**config.mk**
```make
export PLATFORM = sky130hd
export DESIGN_NAME = ifetch_prefetch_buffer
export DESIGN_NICKNAME = d
export VERILOG_FILES = /design/src/rtl/ifetch_prefetch_buffer.sv
export SDC_FILE = /design/constraint.sdc
export NUM_CORES = 1
export LEC_CHECK = 0
export ABC_AREA = 1
export BUFFER_PORTS_ARGS = -buffer_cell sky130_fd_sc_hd__clkbuf_2
export CAP_MARGIN = 10
export CELL_PAD_IN_SITES_DETAIL_PLACEMENT = 1
export CELL_PAD_IN_SITES_GLOBAL_PLACEMENT = 1
export CORE_UTILIZATION = 30
export DETAILED_ROUTE_END_ITERATION = 8
export GPL_TIMING_DRIVEN = 0
export PLACE_DENSITY = 0.63
export SLEW_MARGIN = 20
export SYNTH_ARGS = -nofsm -noshare
export SYNTH_HDL_FRONTEND = slang
export SYNTH_SLANG_ARGS = --single-unit
```
**constraint.sdc**
```tcl
create_clock -name clk -period 8.4 [get_ports clk]
set_input_delay 1.26 -clock clk [delete_from_list [all_inputs] [get_ports clk]]
set_output_delay 1.26 -clock clk [all_outputs]
set_load 0.1 [all_outputs]
```
**src/rtl/ifetch_prefetch_buffer.sv**
```systemverilog
// Instruction prefetch buffer feeding IF/ID.
// Sequential fetch with in-order responses, a small FIFO and redirect flush.
module ifetch_prefetch_buffer #(
  parameter int          DEPTH    = 4,
  parameter logic [63:0] RESET_PC = 64'h0
) (
  input  logic        clk,
  input  logic        rst,
  input  logic        stall,
  input  logic        branch_taken,
  input  logic [63:0] branch_target,
  output logic        imem_req_valid,
  input  logic        imem_req_ready,
  output logic [63:0] imem_req_addr,
  input  logic        imem_resp_valid,
  input  logic [31:0] imem_resp_data,
  output logic [63:0] pc,
  output logic [31:0] instruction,
  output logic        instruction_valid
);

  localparam int CW = $clog2(DEPTH + 1);
  localparam int AW = $clog2(DEPTH);
  localparam logic [31:0] NOP = 32'h0000_0013;

  logic [63:0]   fetch_pc;
  logic [63:0]   resp_pc;
  logic [63:0]   target;
  logic [63:0]   buf_pc    [DEPTH];
  logic [31:0]   buf_instr [DEPTH];
  logic [AW-1:0] rd_ptr;
  logic [AW-1:0] wr_ptr;
  logic [CW-1:0] count;
  logic [CW-1:0] inflight;
  logic [CW-1:0] drop;
  logic [CW-1:0] inflight_nxt;
  logic [CW:0]   occupancy;
  logic          req_fire;
  logic          resp_acc;
  logic          push;
  logic          pop;

  assign target = branch_target & ~64'h3;

  // Queued plus outstanding fetches never exceed the FIFO size,
  // so a response always has a free slot.
  assign occupancy = {1'b0, count} + {1'b0, inflight};
  assign imem_req_valid = !rst && (occupancy < (CW+1)'(DEPTH));
  assign imem_req_addr  = fetch_pc;

  assign req_fire = imem_req_valid && imem_req_ready;
  assign resp_acc = imem_resp_valid && (inflight != '0);
  assign push     = resp_acc && (drop == '0) && !branch_taken;
  assign pop      = instruction_valid && !stall && !branch_taken;

  assign inflight_nxt = inflight + CW'(req_fire) - CW'(resp_acc);

  assign instruction_valid = (count != '0);
  assign pc          = instruction_valid ? buf_pc[rd_ptr] : 64'h0;
  assign instruction = instruction_valid ? buf_instr[rd_ptr] : NOP;

  always_ff @(posedge clk) begin
    if (rst) begin
      fetch_pc <= RESET_PC;
      resp_pc  <= RESET_PC;
      rd_ptr   <= '0;
      wr_ptr   <= '0;
      count    <= '0;
      inflight <= '0;
      drop     <= '0;
    end else begin
      inflight <= inflight_nxt;
      if (branch_taken) begin
        // Everything still outstanding belongs to the old path.
        fetch_pc <= target;
        resp_pc  <= target;
        rd_ptr   <= '0;
        wr_ptr   <= '0;
        count    <= '0;
        drop     <= inflight_nxt;
      end else begin
        if (req_fire)
          fetch_pc <= fetch_pc + 64'd4;
        if (resp_acc && (drop != '0))
          drop <= drop - CW'(1);
        if (push) begin
          wr_ptr  <= wr_ptr + AW'(1);
          resp_pc <= resp_pc + 64'd4;
        end
        if (pop)
          rd_ptr <= rd_ptr + AW'(1);
        if (push && !pop)
          count <= count + CW'(1);
        else if (!push && pop)
          count <= count - CW'(1);
      end
    end
  end

  always_ff @(posedge clk) begin
    if (push) begin
      buf_pc[wr_ptr]    <= resp_pc;
      buf_instr[wr_ptr] <= imem_resp_data;
    end
  end

endmodule

```
======== Word-level counts from Yosys, hierarchy flattened ========
Memories as Yosys holds them, arrays and structs flattened. A register that Yosys moved wholly into a read port is not among the register bits.
Cells that the tools add are included.
storage, ports and cells
  register bits after elaboration ......... 141
  bits in writable memories ............... 384
  bits of input ports ..................... 102
  output and inout bits ................... 162
  word-level logic and storage cells ...... 62
  memories kept ........................... 2
memories
  memory     depth  width  rd ports  clocked after memory_dff  wr ports  RTL line  text
  buf_pc     4      64     1         1                         1         29        logic [63:0] buf_pc [DEPTH];
  buf_instr  4      32     1         1                         1         30        logic [31:0] buf_instr [DEPTH];
operators by class
  add/sub/neg operators ................... 10
  magnitude comparators ................... 1
  mux-type cells .......................... 16
  reductions and logical operators ........ 24
operators by type and width
  kind                                                                  count
  64-bit two-way mux                                                    5
  64-bit by 3-bit adder with 64-bit output, second input constant       2
  32-bit two-way mux                                                    1
  3-bit two-way mux                                                     4
  1-bit logical AND                                                     10
  3-bit nonzero test                                                    3
  2-bit two-way mux                                                     4
  2-bit nonzero test                                                    4
  3-bit by 1-bit subtractor with 3-bit output, second input constant    2
  1-bit zero test                                                       5
  2-bit by 1-bit adder with 2-bit output, second input constant         2
  3-bit by 3-bit adder with 4-bit output                                1
  4-bit by 3-bit < comparator with 1-bit output, second input constant  1
  3-bit by 1-bit adder with 3-bit output                                1
  3-bit by 1-bit adder with 3-bit output, second input constant         1
  3-bit zero test                                                       1
  3-bit by 1-bit subtractor with 3-bit output                           1
  1-bit two-way mux                                                     2
  2-bit OR reduction                                                    1

======== Depth between registers and ports, before layout ========
  depth after elaboration ................. 8
  mapped depth ............................ 15
  depth with buffers taken out ............ 14

======== Worst setup path before layout ========
OpenSTA, ideal clock, no wires.
  path type ............................... in2reg
  start point ............................. input imem_resp_valid
  end point ............................... memory buf_instr[0][0] (enable)
  library setup time ...................... 0.547 ns
  arrival ................................. 5.751 ns
  data required time ...................... 7.853 ns
  setup slack ............................. 2.101 ns
  stages on the path ...................... 7
  buffers on the path ..................... 1
  cells stage by stage .................... nand2_1 > inv_2 > nand2_1 > buf_4 > nor2_8 > inv_1 > nor2_1
between the ends
  longest elaborated chain between the ends .. 5
ends and longest elaborated chain
  element                                  RTL line  text
  from (decl)                              15        input logic imem_resp_valid,
  1-bit logical AND                        52        assign resp_acc = imem_resp_valid && (inflight != '0);
  1-bit logical AND (2 in series)          53        assign push = resp_acc && (drop == '0) && !branch_taken;
  1-bit two-way mux                        101       if (push) begin
  1-bit two-way mux (implied by the code)  103       buf_instr[wr_ptr] <= imem_resp_data;
  to (decl)                                30
No other way between the ends.

======== Worst setup path after layout ========
  start point ............................. register count[0]
  end point ............................... output pc[35]
between the ends
  longest elaborated chain between the ends .. 2
ends and longest elaborated chain
  element                 RTL line  text
  from (decl)             33        logic [CW-1:0] count;
  from (signal assigned)  93        count <= count + CW'(1);
  from (signal assigned)  95        count <= count - CW'(1);
  3-bit nonzero test      58        assign instruction_valid = (count != '0);
  64-bit two-way mux      59        assign pc = instruction_valid ? buf_pc[rd_ptr] : 64'h0;
  to (decl)               17        output logic [63:0] pc,
No other way between the ends.

==> metrics.csv <==
stage,metric,value,unit
worst_setup_path,CP max stage delay,700,ps
worst_setup_path,cell at the slowest stage of the critical path,clkbuf_1,
timing,minimum clock period,4710,ps
placement,dpl ws,4210,ps
route,Initial DRT Pass Iterations,5,
timing,setup ws final,3690,ps
clock_network,Skew-Pair Late Insertion Delay,650,ps
global_routing,Global Route Usage Sum,22.2,%
hold_path,worst min path class,flop to flop,
timing,headroom to the max-slew limit,35.0,%
route,top layer used by detailed routing,met4,
clock_network,"Reg clk slew, reported paths",60,ps
route,met2 routed WL,44000,µm
yosys,Post-synth EDFFs,376,
outcome,status,"finished, final reports clean",
die,Die W,289,µm
clock_network,setup bufs post-CTS,0,
worst_setup_path,r2r setup slk,5330,ps
worst_setup_path,Worst path most repeated cell,clkbuf_1,
worst_setup_path,worst r2r src,inflight[2],
placement,gpl congestion,0.906,
timing,endpoints failing hold,0,
power,sequential share of power,41.6,%
layout,Area Overhead vs Synth,21.4,%
layout,post-layout util,36.9,%
worst_setup_path,Worst EP required,7140,ps
layout,fin cells,4254,
timing,max frequency,0.213,GHz
worst_setup_path,reg2reg end,drop[2],
worst_setup_path,crit start category,flop,
global_routing,initial antenna violation count,1,
global_routing,largest net degree at the start of global routing,23,
yosys,Synth top area share,45.8,%
clock_network,CTS Buf Count,58,
yosys,dominant cell type by area after synthesis,edfxtp_1,
global_routing,first-pass GRT wire length,136000,µm
global_routing,GR Overflow Total,0,
worst_setup_path,critical path class,flop to output pin,
die,Initial Utilization,30.4,%
clock_network,TritonCTS clock tree,done,
die,die area,83300,µm²
yosys,synthesized area per cell,8.77,µm²
placement,DP Cell Count,4147,
layout,share of layout cells above drive strength 1,16.5,%
worst_setup_path,CP cell instances,"nor3_1, clkbuf_1, clkbuf_1, a21oi_1, clkbuf_2",
worst_setup_path,Crit. End Element,output pin,
layout,layout net count,3264,
layout,fillcell total,9642,
yosys,sequential element share of the synthesized area,57.1,%
route,met1 wire length,41400,µm
timing,Slew @ Worst Pin,975,ps
worst_setup_path,CP top delay family,buffers and inverters,
yosys,Synth Instances,2807,
route,Via density,4.98,
power,maximum vdd ir drop,0.000146,V
die,core area,80900,µm²
timing,Final period util,56.0,%
timing,Max Slew Vio Count,0,
worst_setup_path,CP max FO,10,
clock_network,H-tree depth,2,
power,Sw Share,33.9,%
power,Sw Pwr,0.00247,W
worst_setup_path,CP Buf/Inv Count,3,
yosys,synthesized area,24600,µm²
placement,buffers added on ports,256,
power,combinational power share,20.5,%
worst_setup_path,Worst R2R Path Depth,13,
yosys,Synth Flop Type,edfxtp_1,
route,met3 wire len,4780,µm
route,Iteration-0 DRC Markers,1202,
timing,total negative slack,0,ps
yosys,Yosys cell types,48,
die,I/O pin count,264,
route,vias post-DR,21166,
die,site row count,104,
route,Final ANT Viol Nets,0,
timing,Finish-stage setup viols,0,
power,Clk network pwr share,38.0,%
route,routed wire length,93700,µm
flow_run,max-cap violation count,0,
yosys,Synthesis Warnings,0,
route,drc violations,0,
worst_setup_path,Worst Setup SP,count[0],
yosys,Synth area leaders,"edfxtp_1 46%, dfxtp_1 11%, nor2_1 9.2%",
clock_network,PostCTS Resize Cnt,0,
power,PD cells,244,nW/µm²
worst_setup_path,CP Capture Point,pc[35],
power,Leak,10.8,nW
placement,Post-DP HPWL,70800,µm
yosys,Post-synth ARST share,0,%
timing,RSZ-0062 raised after global routing,no,
clock_network,clock buffer depth,3,
clock_network,root buffer cell,clkbuf_16,
worst_setup_path,WP data arrival,3450,ps
clock_network,# hold bufs at CTS,0,
timing,Worst Clk Skew,17.1,ps
global_routing,vias in the first global route,21472,
power,internal power,0.00481,W
worst_setup_path,number of cells on the critical path,5,
route,routed len/inst,22.0,µm
die,Die Ht,289,µm
clock_network,Sinks on Clock Net,515,
yosys,synthesized flop and latch total,515,
==> worst reg2reg max path: stages (launching register included) <==
cell	delay, ps
dfxtp_1	380
ha_1	250
nor2_1	150
nand4_2	350
ha_1	410
inv_1	60
ha_1	140
inv_1	50
fa_1	380
xnor2_1	200
xor2_1	260
nand2_1	80
o211ai_1	120
a21oi_1	90
==> per-stage QoR <==
step | hold slack, ps | area (µm²) | total power [W]
2_1_floorplan | 436 | 24600 | 0.00412
3_3_place_gp | 452 | 27200 | 0.00455
3_5_place_dp | 463 | 27800 | 0.00458
4_1_cts | 473 | 29900 | 0.00734
5_1_grt | 501 | 29900 | 0.00753
6_report | 467 | 29900 | 0.00728
==> cell usage after synthesis, types with 9 or more instances <==
library cell / n
buf_1: 15
nand3_1: 134
nor2_1: 604
ha_1: 13
clkbuf_1: 67
o21bai_1: 10
xnor2_1: 13
edfxtp_1: 376
nand4_1: 27
nand2_1: 484
dfxtp_1: 139
a31oi_1: 26
o22ai_1: 10
nand2_2: 25
nor2_2: 32
o21ai_1: 34
inv_1: 179
nor3_1: 9
o21ai_0: 259
xor2_1: 20
buf_2: 36
buf_4: 9
nor2_4: 13
a21oi_1: 203
==> cells in the final DEF, fill, tap and decap left out, types with 36 or more instances in the layout <==
cell type  instances
buf_2             36
edfxtp_1         376
clkbuf_1          74
o21ai_0          259
dfxtp_1          139
clkbuf_16         59
clkbuf_2         256
nor2_1           600
nand3_1          134
nand2_1          484
inv_1            179
a21oi_1          203
==> kinds of logic after synthesis <==
logic type      Yosys count  synth area share [%]
other cells               1                0.0152
fa+ha+maj                15                 0.823
buf+inv                 315                  5.12
xor+xnor                 33                  1.17
flops                   515                  57.1
simple gates           1364                  23.7
compound gates          564                  12.0
==> flip-flops by register name, summed over array words and instances, names as in the netlist, named ones only <==
register / flops
drop: 3
imem_req_addr: 62
buf_pc: 248
count: 3
inflight: 3
resp_pc: 62
rd_ptr: 2
wr_ptr: 2
buf_instr: 128
==> power by group through the flow <==
stage	registers, W	logic, W	clock network, W
floorplan	0.00321	0.000905	0
global placement	0.00310	0.00145	0
detailed placement	0.00308	0.00150	0
CTS	0.00302	0.00150	0.00281
global route	0.00304	0.00158	0.00290
finish	0.00303	0.00149	0.00276
==> layer usage <==
metal	vias up	global-route usage [%]
met5	-	0
met4	0	8.32
met3	146	3.09
met2	524	37.4
met1	10346	28.9
li1	10150	-
==> layout make-up <==
cell class                 instances  area [µm²]  share of cell area, %
sequential                       515       14100                   47.1
multi-input combinational       1980        9340                   31.2
timing repair buffer             277        1820                   6.10
clock buffer                      67        1520                   5.07
tap                             1060        1330                   4.44
inverter                         188         706                   2.36
buffer                           127         556                   1.86
clock inverter                    39         552                   1.85
antenna                            1        2.50                0.00837
==> worst min path at each step <==
stage	start	end	slack [ps]	depth (start not counted)
floorplan	rd_ptr[1]	flop	440	2
global placement	rd_ptr[0]	rd_ptr[0]	450	1
detailed placement	rd_ptr[1]	flop	460	2
CTS	rd_ptr[1]	flop	470	2
global route	rd_ptr[0]	rd_ptr[0]	500	1
finish	rd_ptr[1]	flop	470	2
(Power assumes the default switching activity.)
